==> config.mk <==
export PLATFORM = sky130hd
export DESIGN_NAME = aes_dec_sched
export DESIGN_NICKNAME = d
export VERILOG_FILES = /design/src/rtl/aes_dec_sched.sv
export SDC_FILE = /design/constraint.sdc
export NUM_CORES = 1
export LEC_CHECK = 0
export CORE_AREA = 5 5 405 407
export DETAILED_ROUTE_END_ITERATION = 7
export DIE_AREA = 0 0 410 412
export DONT_BUFFER_PORTS = 1
export PLACE_DENSITY = 0.3
export SLEW_MARGIN = 30
export SYNTH_ARGS = -nofsm -noshare
export SYNTH_HDL_FRONTEND = slang
export SYNTH_SLANG_ARGS = --single-unit
==> constraint.sdc <==
create_clock -name clk -period 20.3 [get_ports clk]
set_input_delay 1.015 -clock clk [delete_from_list [all_inputs] [get_ports clk]]
set_output_delay 1.015 -clock clk [all_outputs]
set_load 0.01 [all_outputs]
==> src/rtl/aes_dec_sched.sv <==
// aes_dec_sched: round-robin scheduler sharing one iterative AES decipher core between two requesters
// Ports:
//   clk, decReset            clock and synchronous active-high reset
//   req0_*/req1_*            valid/ready request ports carrying ciphertext and key
//   core_rst/core_in/core_key/core_out   drive and observe the shared decipher core
//   rsp_valid/rsp_ready/rsp_data/rsp_id  plaintext response tagged with the owning requester
//   busy                     high whenever a job is in flight (state != IDLE)
module aes_dec_sched #(
    parameter int Nk       = 4,
    parameter int CORE_LAT = Nk + 8
) (
    input  logic              clk,
    input  logic              decReset,
    input  logic              req0_valid,
    output logic              req0_ready,
    input  logic [127:0]      req0_data,
    input  logic [Nk*32-1:0]  req0_key,
    input  logic              req1_valid,
    output logic              req1_ready,
    input  logic [127:0]      req1_data,
    input  logic [Nk*32-1:0]  req1_key,
    output logic              core_rst,
    output logic [127:0]      core_in,
    output logic [Nk*32-1:0]  core_key,
    input  logic [127:0]      core_out,
    output logic              rsp_valid,
    input  logic              rsp_ready,
    output logic [127:0]      rsp_data,
    output logic              rsp_id,
    output logic              busy
);
    typedef enum logic [1:0] {IDLE, CLR, RUN, RESP} state_t;
    state_t           state_q;
    logic [4:0]       cnt_q;
    logic             rr_last_q;
    logic             job_id_q;
    logic [127:0]     job_data_q;
    logic [Nk*32-1:0] job_key_q;
    logic             can_acc;
    logic             gnt1;
    logic             accept;
    // readies are held low while reset is asserted, even if the FSM already sits in IDLE
    assign can_acc    = (state_q == IDLE) & ~decReset;
    // on a tie the requester that did not win last time is granted
    assign gnt1       = req1_valid & (~req0_valid | ~rr_last_q);
    assign accept     = can_acc & (req0_valid | req1_valid);
    assign req0_ready = accept & ~gnt1;
    assign req1_ready = can_acc & gnt1;
    assign core_rst   = decReset | (state_q == CLR);
    assign core_in    = job_data_q;
    assign core_key   = job_key_q;
    assign busy       = state_q != IDLE;
    always_ff @(posedge clk) begin
        if (decReset) begin
            state_q   <= IDLE;
            cnt_q     <= '0;
            rr_last_q <= 1'b1;
            job_id_q  <= 1'b0;
            rsp_valid <= 1'b0;
            rsp_data  <= '0;
            rsp_id    <= 1'b0;
        end else begin
            case (state_q)
                IDLE: if (accept) begin
                    job_data_q <= gnt1 ? req1_data : req0_data;
                    job_key_q  <= gnt1 ? req1_key : req0_key;
                    job_id_q   <= gnt1;
                    rr_last_q  <= gnt1;
                    state_q    <= CLR;
                end
                CLR: begin
                    cnt_q   <= '0;
                    state_q <= RUN;
                end
                RUN: begin
                    cnt_q <= cnt_q + 5'd1;
                    if (cnt_q == 5'(CORE_LAT - 1)) begin
                        rsp_data  <= core_out;
                        rsp_id    <= job_id_q;
                        rsp_valid <= 1'b1;
                        state_q   <= RESP;
                    end
                end
                RESP: if (rsp_ready) begin
                    rsp_valid <= 1'b0;
                    state_q   <= IDLE;
                end
                default: state_q <= IDLE;
            endcase
        end
    end
endmodule
# == Word level (Yosys, flattened, before mapping) ==
# Cells that the tools add are included.
# classes
addsub,1
eq_ne,7
mux,10
bitwise,12
reduce_logical,9
# op_table
cell,count
two-way mux 128 bit,2
case mux 5 bit (2 select lines),1
AND reduction 3 bit,3
case mux 2 bit (4 select lines),1
two-way mux 2 bit,3
inequality test 2 bit (second input constant),3
nonzero test 2 bit,3
adder 5 x 1 -> 5 bit (second input constant),1
bitwise AND 1 bit,5
equality test 5 x 4 -> 1 bit (second input constant),1
equality test 2 bit (second input constant),2
NOT 1 bit,4
AND reduction 2 bit,2
OR 1 bit,3
equality test 2 x 1 -> 1 bit (second input constant),1
logical NOT 2 bit,1
two-way mux 1 bit,2
case mux 1 bit (2 select lines),1
# totals
ff_bits,395
inputBits,645
word_cells,48

# == Longest topological paths before layout ==
# depth
ltp_word,5
mapped_depth,8
depth_no_buf,6

# == Least setup slack after synthesis ==
# Ideal clock, no wire load.
# synth_timing
path_type,input to register
from,in decReset
to,reg job_data_q[0] (netlist: core_in[0]) (enable)
t_arrival_ns,6.368
required_ns,19.693
path_slack_ns,13.325
path_stages,2
path_cell_list,or3_1 -> inv_1
# synth_via
elab_chain_len,4
# synth_lines
item,line_no,text
"start, declared",13,"input logic decReset,"
NOT 1 bit (no line) *,n/a,
bitwise AND 1 bit,43,assign can_acc = (state_q == IDLE) & ~decReset;
bitwise AND 1 bit,46,assign accept = can_acc & (req0_valid | req1_valid);
AND reduction 3 bit (no line) *,n/a,
"end signal, assigned",65,job_data_q <= gnt1 ? req1_data : req0_data;
"end, declared",37,logic [127:0] job_data_q;
# Every way passes the cells marked *; elsewhere a longest branch is shown, timed or not.
# A chain may end at the register's enable or synchronous reset.

# == Worst setup path after layout ==
# layout_timing
from,in req1_valid
to,reg job_key_q[92] (netlist: core_key[92]) (data pin)
# layout_via
elab_chain_len,2
# layout_lines
item,line_no,text
"start, declared",18,"input logic req1_valid,"
bitwise AND 1 bit,45,assign gnt1 = req1_valid & (~req0_valid | ~rr_last_q);
two-way mux 128 bit,66,job_key_q <= gnt1 ? req1_key : req0_key;
"end signal, assigned",66,
"end, declared",38,logic [Nk*32-1:0] job_key_q;
# Every way passes these cells.

==> flow_summary.json <==
{
  "slew_headroom_pct": 34.8,
  "dp_slack_ps": 15830,
  "irDropWorstVdd_uv": 52.3,
  "synth_edf_count": 256,
  "drc": 0,
  "wl_met2_um": 48800,
  "critical_path_required_ps": 20670,
  "fp.dieW_um": 410,
  "dr.pass1.iters": 4,
  "report.final.slew_viol_count": 0,
  "areaGrowthSynthToFinish_pct": 26.4,
  "rsz0062_at_grt": "false",
  "end_kind": "register",
  "grt_pass1_vias": 10200,
  "clkTransAtPathRegs_ps": 50,
  "cts-buffers-inserted": 53,
  "dp_hpwl_um": 82000,
  "place.gp.congestion": 0.890,
  "cts_resized": 0,
  "fp.dieH_um": 412,
  "antenna_found_initial": 152,
  "start_kind": "primary input",
  "hp-class": "primary input to register",
  "die_area_sq_um": 169000,
  "async_flop_share_pct": 0,
  "hold_slack_ps": 479,
  "synth.avg_cell_area_sq_um": 13.5,
  "hold_violations": 0,
  "row_count": 147,
  "clk_latency_ps": 640,
  "cts_setup_buffers": 0,
  "num_io_pins": 1035,
  "viasPerCell": 3.09,
  "min_period_ps": 3440,
  "h-tree-depth": 2,
  "gr-total-overflow": 0,
  "synthDistinctLibCells": 32,
  "route.layer.met1.wl_um": 31800,
  "ctsHoldBuffers": 0,
  "fin_ws_ps": 16860,
  "ys_seq_area_share_pct": 66.5,
  "fin_setup_tns_ps": 0,
  "netlist_area_sq_um": 15700,
  "core_sq_um": 160000,
  "multi_input_area_sq_um": 4850,
  "seq_area_sq_um": 10500,
  "final-setup-viol-count": 0,
  "met3WireLength_um": 13500,
  "worstSetupPathType": "primary input to register",
  "utilization_pct": 12.4,
  "port_buffers": 0,
  "vias": 10200,
  "synth-main-ff-cell": "edfxtp_1",
  "yosys_warnings": 0,
  "initial_utilization_pct": 9.85,
  "final_net_count": 1807,
  "root_buffer": "clkbuf_16",
  "ys_seq_elements": 395,
  "wl_um": 96900,
  "drtIter0Drc": 814,
  "clock_skew_ps": 36.6,
  "grt_pass1_wl_um": 118000,
  "grt_start_max_net_pins": 140,
  "nFillCells": 18000,
  "ant_nets": 0,
  "grt_usage_pct": 10.7,
  "worst_slew_pin_slew_ps": 977,
  "status": "finished clean",
  "syn-num-nets": 1814,
  "cts_max_path_buffers": 3,
  "tritoncts": "yes",
  "wl_per_cell_um": 29.3,
  "path_max_fanout": 72,
  "powerDensity_nw_per_um2": 117,
  "p_total_mw": 2.34,
  "drv_cap": 0,
  "clock.fmax_mhz": 290,
  "layout-drive-gt1-share_pct": 29.6,
  "cp.arrival_ps": 3820,
  "min_period_over_period_pct": 17.0,
  "clock-sinks": 395,
  "p_leak_nw": 5.82,
  "top_layer": "met5",
  "syn-instance-count": 1163
}
-- critical path, cell delays in order --
cell and delay (ps):
a21boi_4 140, buf_4 630, buf_4 810, buf_6 670
mux2_2 410
-- registers in the layout, summed over array words and instances, names as in the netlist --
signal and cells:
rsp_valid 1, rsp_data 128, core_key 128, rr_last_q 1, cnt_q 5, job_id_q 1, core_in 128, rsp_id 1
state_q 2
-- placed cells by master, fill, tap and decap left out, drive strengths merged, types with 2 or more instances in the layout --
cell type and count:
buf 11, xor2 3, mux2 256, clkinv 12, edfxtp 256, diode 24, nand4 3, nand2 260
ha 6, dfxtp 139, clkbuf 72, a21oi 131, nor2 9, nand2b 2, a31oi 2, bufinv 4
inv 12, clkinvlp 3, or2 2
-- where the power goes --
group | total (mW) | internal [mW] | switching [mW]
sequential | 1.15 | 1.01 | 0.139
clock | 0.955 | 0.565 | 0.390
combinational | 0.226 | 0.0838 | 0.142
total | 2.34 | 1.66 | 0.672
-- layer usage --
layer	global-route usage, %	vias up
met1	10.7	4820
met4	1.79	66
met5	0	-
met3	6.53	292
met2	19.3	851
li1	-	4187
-- through the flow --
step / instance area, sq um / std cells
after floorplan: 15700 / 1163
after global placement: 18000 / 3185
after detailed placement: 18000 / 3185
after CTS: 19800 / 3282
after global routing: 19800 / 3284
final: 19900 / 3308
-- kinds of logic after synthesis --
family,share of synthesized area (%)
flops,66.5
compound gates,4.59
buf+inv,2.78
xor+xnor,0.223
simple gates,7.03
mux,18.4
fa+ha+maj,0.477
-- synth_stat cells, drive strengths merged (2+ instances only) --
library cell	number	area share, %
xor2	3	0.17
nand2b	2	0.079
inv	6	0.14
clkbuf	17	0.41
nor2	9	0.21
ha	6	0.48
or2	2	0.079
a21oi	131	4.2
buf	56	2.2
mux2	256	18
dfxtp	139	18
edfxtp	256	49
nand2	260	6.2
nand4	3	0.12
a31oi	2	0.079
-- area by class of cell --
| type | count | share of cell area, % |
|---|---|---|
| multi-input combinational | 689 | 24.4 |
| inverter | 6 | 0.151 |
| clock buffer | 72 | 7.48 |
| sequential | 395 | 52.6 |
| timing repair buffer | 11 | 0.635 |
| tap | 2086 | 13.1 |
| antenna | 24 | 0.302 |
| clock inverter | 25 | 1.31 |
-- final timing paths --
path                      start            end  slack (ps)  depth (start not counted)
hold / removal         decReset  rsp_data[109]         480                          1
setup / recovery     req1_valid   core_key[92]       16860                          5
hold reg to reg   rsp_data[115]  rsp_data[115]         510                          2
setup reg to reg     state_q[0]   core_key[59]       16910                          7
Power figures use the tool's default switching activity.
